<file path="config.mk">
export PLATFORM = sky130hd
export DESIGN_NAME = switch_debouncer
export DESIGN_NICKNAME = d
export VERILOG_FILES = /design/src/rtl/ctrl_pkg.sv /design/src/rtl/debounce_bit.sv /design/src/rtl/switch_debouncer.sv
export SDC_FILE = /design/constraint.sdc
export NUM_CORES = 1
export LEC_CHECK = 0
export BUFFER_PORTS_ARGS = -buffer_cell sky130_fd_sc_hd__buf_4
export CAP_MARGIN = 20
export CORE_ASPECT_RATIO = 0.7
export CORE_MARGIN = 5
export CORE_UTILIZATION = 43
export CTS_CLUSTER_DIAMETER = 60
export DETAILED_ROUTE_END_ITERATION = 16
export GPL_ROUTABILITY_DRIVEN = 0
export SLEW_MARGIN = 5
export SYNTH_ARGS = -nofsm -noshare
export SYNTH_HDL_FRONTEND = slang
export SYNTH_HIERARCHICAL = 1
export SYNTH_SLANG_ARGS = --single-unit
</file>
<file path="constraint.sdc">
create_clock -name clk -period 2.08 [get_ports clk]
set_input_delay 0.312 -clock clk [delete_from_list [all_inputs] [get_ports clk]]
set_output_delay 0.312 -clock clk [all_outputs]
set_load 0.05 [all_outputs]
</file>
<file path="src/rtl/ctrl_pkg.sv">
// Shared control-path constants and types for the board switch inputs.
// Both the debouncer top and its per-bit sub-module import this package.
package ctrl_pkg;

   localparam int N_SW_DEFAULT        = 3;
   localparam int DEBOUNCE_10MS_50MHZ = 500000;

   // Per-bit debounce state. It is decoded from (sw_q2, stable); it is not stored.
   typedef enum logic {
      DB_IDLE  = 1'b0,
      DB_CHECK = 1'b1
   } db_state_e;

endpackage : ctrl_pkg

</file>
<file path="src/rtl/debounce_bit.sv">
// Single-bit debouncer: a 2-flop synchroniser, a stability counter, the accepted
// level, and registered rise/fall pulses.
module debounce_bit
   import ctrl_pkg::*;
#(
   parameter int DEBOUNCE_CYCLES = DEBOUNCE_10MS_50MHZ
) (
   input  logic clk,
   input  logic rst_n,
   input  logic sw_i,
   output logic level_o,
   output logic rise_o,
   output logic fall_o,
   output logic event_o
);

   localparam int               CNT_W    = $clog2(DEBOUNCE_CYCLES + 1);
   localparam logic [CNT_W-1:0] CNT_LAST = CNT_W'(DEBOUNCE_CYCLES - 1);

   logic             sw_q1;
   logic             sw_q2;
   logic             stable_q, stable_d;
   logic [CNT_W-1:0] cnt_q, cnt_d;
   logic             rise_q, rise_d;
   logic             fall_q, fall_d;
   logic             accept;
   db_state_e        state;

   assign state  = (sw_q2 == stable_q) ? DB_IDLE : DB_CHECK;
   assign accept = (state == DB_CHECK) && (cnt_q == CNT_LAST);

   // NOTE: sequential state uses non-blocking assignments only, so every flop
   // samples the values that existed before the edge.
   always_ff @(posedge clk or negedge rst_n) begin
      if (!rst_n) begin
         sw_q1    <= 1'b0;
         sw_q2    <= 1'b0;
         stable_q <= 1'b0;
         cnt_q    <= '0;
         rise_q   <= 1'b0;
         fall_q   <= 1'b0;
      end else begin
         sw_q1    <= sw_i;
         sw_q2    <= sw_q1;
         stable_q <= stable_d;
         cnt_q    <= cnt_d;
         rise_q   <= rise_d;
         fall_q   <= fall_d;
      end
   end

   // NOTE: each combinational output gets a default first. This prevents a
   // latch when a branch leaves the output unassigned.
   always_comb begin
      stable_d = stable_q;
      cnt_d    = '0;
      unique case (state)
         DB_IDLE: cnt_d = '0;
         DB_CHECK: begin
            if (accept) begin
               stable_d = sw_q2;
               cnt_d    = '0;
            end else begin
               cnt_d    = cnt_q + CNT_W'(1);
            end
         end
         default: cnt_d = '0;
      endcase
   end

   // Pulses are the next-state values of the pulse flops, so they line up with stable_q.
   always_comb begin
      rise_d = 1'b0;
      fall_d = 1'b0;
      if (accept) begin
         rise_d = sw_q2;
         fall_d = ~sw_q2;
      end
   end

   assign level_o = stable_q;
   assign rise_o  = rise_q;
   assign fall_o  = fall_q;
   assign event_o = rise_d | fall_d;

endmodule : debounce_bit

</file>
<file path="src/rtl/switch_debouncer.sv">
// Debounces N_SW raw switch pins into clean levels and one-cycle edge pulses.
// It also produces a registered any-change pulse that lines up with the per-bit pulses.
module switch_debouncer
   import ctrl_pkg::*;
#(
   parameter int N_SW            = N_SW_DEFAULT,
   parameter int DEBOUNCE_CYCLES = DEBOUNCE_10MS_50MHZ
) (
   input  logic            clk,
   input  logic            rst_n,
   input  logic [N_SW-1:0] switch,
   output logic [N_SW-1:0] sw_level,
   output logic [N_SW-1:0] sw_rise,
   output logic [N_SW-1:0] sw_fall,
   output logic            sw_changed
);

   logic [N_SW-1:0] bit_event;
   logic            changed_q, changed_d;

   for (genvar i = 0; i < N_SW; i++) begin : g_bit
      debounce_bit #(
         .DEBOUNCE_CYCLES(DEBOUNCE_CYCLES)
      ) u_debounce_bit (
         .clk     (clk),
         .rst_n   (rst_n),
         .sw_i    (switch[i]),
         .level_o (sw_level[i]),
         .rise_o  (sw_rise[i]),
         .fall_o  (sw_fall[i]),
         .event_o (bit_event[i])
      );
   end

   // OR of the next-state pulses, so this pulse is set on the same edge as sw_rise/sw_fall.
   assign changed_d = |bit_event;

   always_ff @(posedge clk or negedge rst_n) begin
      if (!rst_n) changed_q <= 1'b0;
      else        changed_q <= changed_d;
   end

   assign sw_changed = changed_q;

endmodule : switch_debouncer

</file>
# == After elaboration in Yosys (flattened, before gate mapping) ==
# Cells that the tools add are included.
# totals
register_bits,73
inputBits,5
out_inout_bits,10
elab_cells,59
# op_classes
n_addsub,3
eq_ne,6
n_mux,15
bitwise,9
reduce_logical,7
# ops
cell,n
$pmux 19 s2,3
$add 19x1->19 const B,3
$eq 19x19->1 const B,3
$mux 19,3
$mux 1,9
$not 1->1,6
$reduce_and 2->1,3
$eq 1x1->1,3
$logic_and 1x1->1,3
$or 1x1->1,3
$reduce_or 3->1,1

# == Longest topological paths before layout ==
# logic_depth
word_depth,6
ltp_mapped,5
mapped_depth_nobuf,5

# == Cells and area by module ==
# Netlist, hierarchy kept.
# by_module_without_submodules
mod,n_inst,cells_per_inst,area_each_um2,seq_area_each_um2
debounce_bit,3,111,1173.6,600.6
switch_debouncer,1,2,31.3,25.0

# == Least setup slack after synthesis ==
# Ideal clock, no wire load.
# synth_path
path_type,register -> register
start,register g_bit[0].u_debounce_bit.cnt_q[0]
end,register g_bit[0].u_debounce_bit.stable_q
setup_time_ps,128
arrival_ps,1694
required_ps,1952
path_slack_ps,258
path_stages_with_launch,6
cell_sequence,dfrtp_1 -> ha_1 -> nand4_2 -> or3_1 -> nor3_2 -> mux2_1
# synth_via
elab_chain_len,3
# synth_lines
element,line_no,source
start: declaration,debounce_bit.sv:23,"logic [CNT_W-1:0] cnt_q, cnt_d;"
start signal: assignment,debounce_bit.sv:46,cnt_q <= cnt_d;
$eq 19x19->1,debounce_bit.sv:30,assign accept = (state == DB_CHECK) && (cnt_q == CNT_LAST);
$logic_and 1x1->1,debounce_bit.sv:30,
$reduce_and 2->1 (no line),-,
end signal: assignment,debounce_bit.sv:45,stable_q <= stable_d;
end: declaration,debounce_bit.sv:22,"logic stable_q, stable_d;"
# Every way passes these cells.
# A chain may end at the register's enable or synchronous reset.

# == Final worst setup path ==
# layout_path
start,register g_bit[2].u_debounce_bit.cnt_q[0]
end,register g_bit[2].u_debounce_bit.cnt_q[18]
# layout_via
elab_chain_len,4
word_cells_on_any_way,5
classes_between,add/sub (1); eq/ne (1); mux (2); reduce/logical (1)
# layout_lines
element,line_no,source
start: declaration,debounce_bit.sv:23,
start signal: assignment,debounce_bit.sv:46,
"parallel branches: the longest is 2 deep, another holds $add 19x1->19",-,
$mux 19 *,debounce_bit.sv:60,if (accept) begin
$pmux 19 s2 *,debounce_bit.sv:57,unique case (state)
named net g_bit[2].u_debounce_bit.cnt_d[18],debounce_bit.sv:23,
# Mark *: on every way through the listed nets, which the timed path passes.

==> summary.md <==
| Metric | Value |
|---|---|
| EDFF count, synth | `0` |
| Post-synth top area cell | `dfrtp_1` |
| Seq cells post-synth | `73` |
| Congestion Overflow GR | `0` |
| Via count | `2429` |
| Commonest cells in the netlist | `73 x dfrtp_1, 60 x nor2_1, 42 x xnor2_1` |
| Die area | `10200 um2` |
| VDD IR max | `602 uV` |
| CP Data Required Time | `2.34 ns` |
| Outcome | `finished, final reports clean` |
| Final hold violations | `0` |
| Cell row count | `27` |
| Psw | `0.000633 W` |
| First-pass GRT wire length | `12.2 mm` |
| Post-Syn Area | `3550 um2` |
| Cell count along the critical path | `6` |
| Cts bufs inserted | `9` |
| Post-synthesis sequential area ratio | `0.514` |
| Top cells by area, synth | `dfrtp_1 51%, xnor2_1 10%, nor2_1 6.3%` |
| Starting Density | `0.446` |
| Vias in the first global route | `2463` |
| Syn Inst Count | `335` |
| Fmax | `0.549 GHz` |
| Max Slew Vio Count | `0` |
| Critical path's largest stage delay | `0.38 ns` |
| Final-layout fill cell count | `702` |
| CP cell instances | `ha_1 -> nand4_2 -> buf_4 -> or3_1 -> or3_1 -> a21oi_1` |
| RR Startpoint | `g_bit[2].u_debounce_bit/cnt_q[0]$_DFF_PN0_` |
| Crit path max-delay cell type | `dfrtp_1` |
| Startpoint types | `flop` |
| Delay-heaviest family, CP | `simple AND/OR/NAND/NOR gates` |
| Total Neg Setup Slack | `0 ns` |
| CTS max path bufs | `2` |
| Worst setup path endpoint | `g_bit[2].u_debounce_bit/cnt_q[18]$_DFF_PN0_` |
| Worst slew pin tran | `0.420 ns` |
| Most frequent CP cell | `or3_1` |
| Starting DRC count in detailed routing | `128` |
| Layout area overhead | `18.4%` |
| Post-Syn Nets | `343` |
| Max-cap violations | `0` |
| Unrepaired setup endpoints after global routing | `false` |
| DIE HEIGHT | `86.0 um` |
| Critical Path AT | `2.08 ns` |
| Ports | `15` |
| Hold Path Class | `input pin to flop` |
| WL final | `6.83 mm` |
| CTS tree | `done` |
| Multi-input logic area | `1640 um2` |
| Comb pwr share | `0.033` |
| CP Capture Type | `flop` |
| Reg2reg end | `g_bit[2].u_debounce_bit/cnt_q[18]$_DFF_PN0_` |
| Sink Count | `73` |
| Worst setup startpoint | `g_bit[2].u_debounce_bit/cnt_q[0]$_DFF_PN0_` |
| Hold_sp | `switch[2]` |
| Min Tclk post-route | `1.82 ns` |
| Pin count of the biggest net entering global routing | `35` |
| Share of cells above drive strength 1 | `0.168` |
| Top-area cell type share of the netlist area | `0.514` |
| Post-CTS Setup Bufs | `0` |
| Cell Int Power | `0.00251 W` |
| Vias per Instance | `5.04` |
| P_leak | `1.70 nW` |
| Gr usage total | `0.152` |
| Post-synth ARST share | `1.00` |
| R2R Setup Slk | `0.26 ns` |
| DRT Pass-1 Iters | `5` |
| Post-route ant nets | `0` |
| DRC | `0` |
| Syn Area/Cell | `10.6 um2` |
| Setup-failing EPs final | `0` |
| Ys Warns | `6` |
| Top_reg_cell synth | `dfrtp_1` |
| Depth of the CTS H-tree | `3` |
| P per Cell Area | `747 nW/um2` |
| Switching Share | `0.202` |
| Core ar. | `7970 um2` |
| DP HPWL | `4.93 mm` |
| Setup Crit Path Kind | `flop to flop` |
| ANT cells | `0` |
| Routed wire per std cell | `14.2 um` |
| Clock Power Share | `0.502` |
| Buf/Inv on CP | `1` |
| Port Buffers | `14` |
| Netlist cell types | `24` |
| Final Cycle Share | `0.876` |
| Layout net count | `384` |
| Seq pwr share | `0.466` |
| Clock insertion delay at the later pin of the skew report | `0.33 ns` |
| Worst-path clk slew | `0.06 ns` |
| CP Max Fanout | `8` |
| Reg2Reg Depth | `6` |
| Antenna violations before repair | `0` |
| Count leader, synth | `dfrtp_1` |
| Register Area | `1830 um2` |
| Tot Pwr | `0.00314 W` |
| Clock Tree Root | `clkbuf_16` |
| Width of the die | `119 um` |
| Clock skew | `0.00526 ns` |
| Max transition margin | `0.720` |
==> layer usage <==
layer	up-vias	wire [um]	track usage
li1	1247	-	-
met1	1151	3630	0.213
met2	24	2870	0.220
met3	7	241	0.0534
met4	0	93	0.0505
met5	-	0	0
==> kinds of logic (layout without fill, tap and decap cells) <==
family / Yosys count / count (layout) / share of synthesized area
compound gates: 15 / 15 / 0.0402
xor+xnor: 51 / 51 / 0.126
fa+ha+maj: 3 / 3 / 0.0106
buf+inv: 18 / 64 / 0.0254
flops: 73 / 73 / 0.514
mux: 3 / 3 / 0.00951
simple gates: 172 / 172 / 0.274
==> power by group through the flow <==
stage / combinational, W / sequential, W / clock (W)
final: 0.000103 / 0.00146 / 0.00157
after global routing: 0.000121 / 0.00146 / 0.00170
after CTS: 0.000108 / 0.00146 / 0.00164
after detailed placement: 0.000106 / 0.00149 / 0
after global placement: 0.000104 / 0.00149 / 0
after floorplan: 0.0000517 / 0.00148 / 0
==> final cells by class <==
type	instances	area share
tap	101	0.0301
multi-input combinational	244	0.389
clock buffer	14	0.0652
inverter	15	0.0134
clock inverter	2	0.00833
timing repair buffer	33	0.0595
sequential	73	0.435
==> what timing repair did <==
action / CTS / global route
gates resized for setup: 0 / 0
endpoints found under the hold margin: 30 / 0
hold buffers: 1 / 0
==> flip-flops by register name, indices dropped and copies added (netlist names) <==
name                          count
g_bit.u_debounce_bit/level_o      3
g_bit.u_debounce_bit/cnt_q       57
g_bit.u_debounce_bit/sw_q2        3
sw_changed                        1
g_bit.u_debounce_bit/sw_q1        3
g_bit.u_debounce_bit/fall_o       3
g_bit.u_debounce_bit/rise_o       3
==> worst register-to-register path, stage by stage (launching register included) <==
cell	delay, ns
dfrtp_1	0.38
ha_1	0.23
nand4_2	0.13
buf_4	0.19
or3_1	0.35
or3_1	0.32
a21oi_1	0.15
==> how the worst min path moves through the flow <==
stage,to,cells past startpoint
floorplan,g_bit[0].u_debounce_bit/cnt_q[0]$_DFF_PN0_,0
CTS,g_bit[0].u_debounce_bit/sw_q1$_DFF_PN0_,1
global placement,g_bit[2].u_debounce_bit/cnt_q[9]$_DFF_PN0_,1
finish,g_bit[2].u_debounce_bit/sw_q1$_DFF_PN0_,1
global route,g_bit[0].u_debounce_bit/sw_q1$_DFF_PN0_,1
detailed placement,g_bit[2].u_debounce_bit/cnt_q[9]$_DFF_PN0_,1
==> per-stage QoR <==
step                      setup WS [ns]  instances   util  hold WS [ns]  instance area [um2]
after global routing              0.128        482  0.527        0.0708                 4200
after floorplan                   0.258        335      -        0.0164                 3550
after global placement            0.274        465  0.487         0.284                 3880
after CTS                         0.243        482  0.527        0.0737                 4200
final                             0.259        482  0.527        0.0919                 4200
after detailed placement          0.249        465  0.487         0.283                 3880
==> placed cells by master (no fill, tap or decap), types with 9 or more instances in the layout <==
| master | Yosys | routed |
|---|---|---|
| dfrtp_1 | 73 | 73 |
| nor2_1 | 60 | 60 |
| xnor2_1 | 42 | 42 |
| buf_4 | 0 | 32 |
| or3_1 | 19 | 19 |
| nand2_1 | 15 | 15 |
| nand3_1 | 15 | 15 |
| inv_1 | 15 | 15 |
| nor4_1 | 15 | 15 |
| nor3_1 | 15 | 15 |
| nand4_1 | 12 | 12 |
| clkbuf_16 | 0 | 9 |
| xor2_1 | 9 | 9 |
Power figures use the tool's default switching activity.
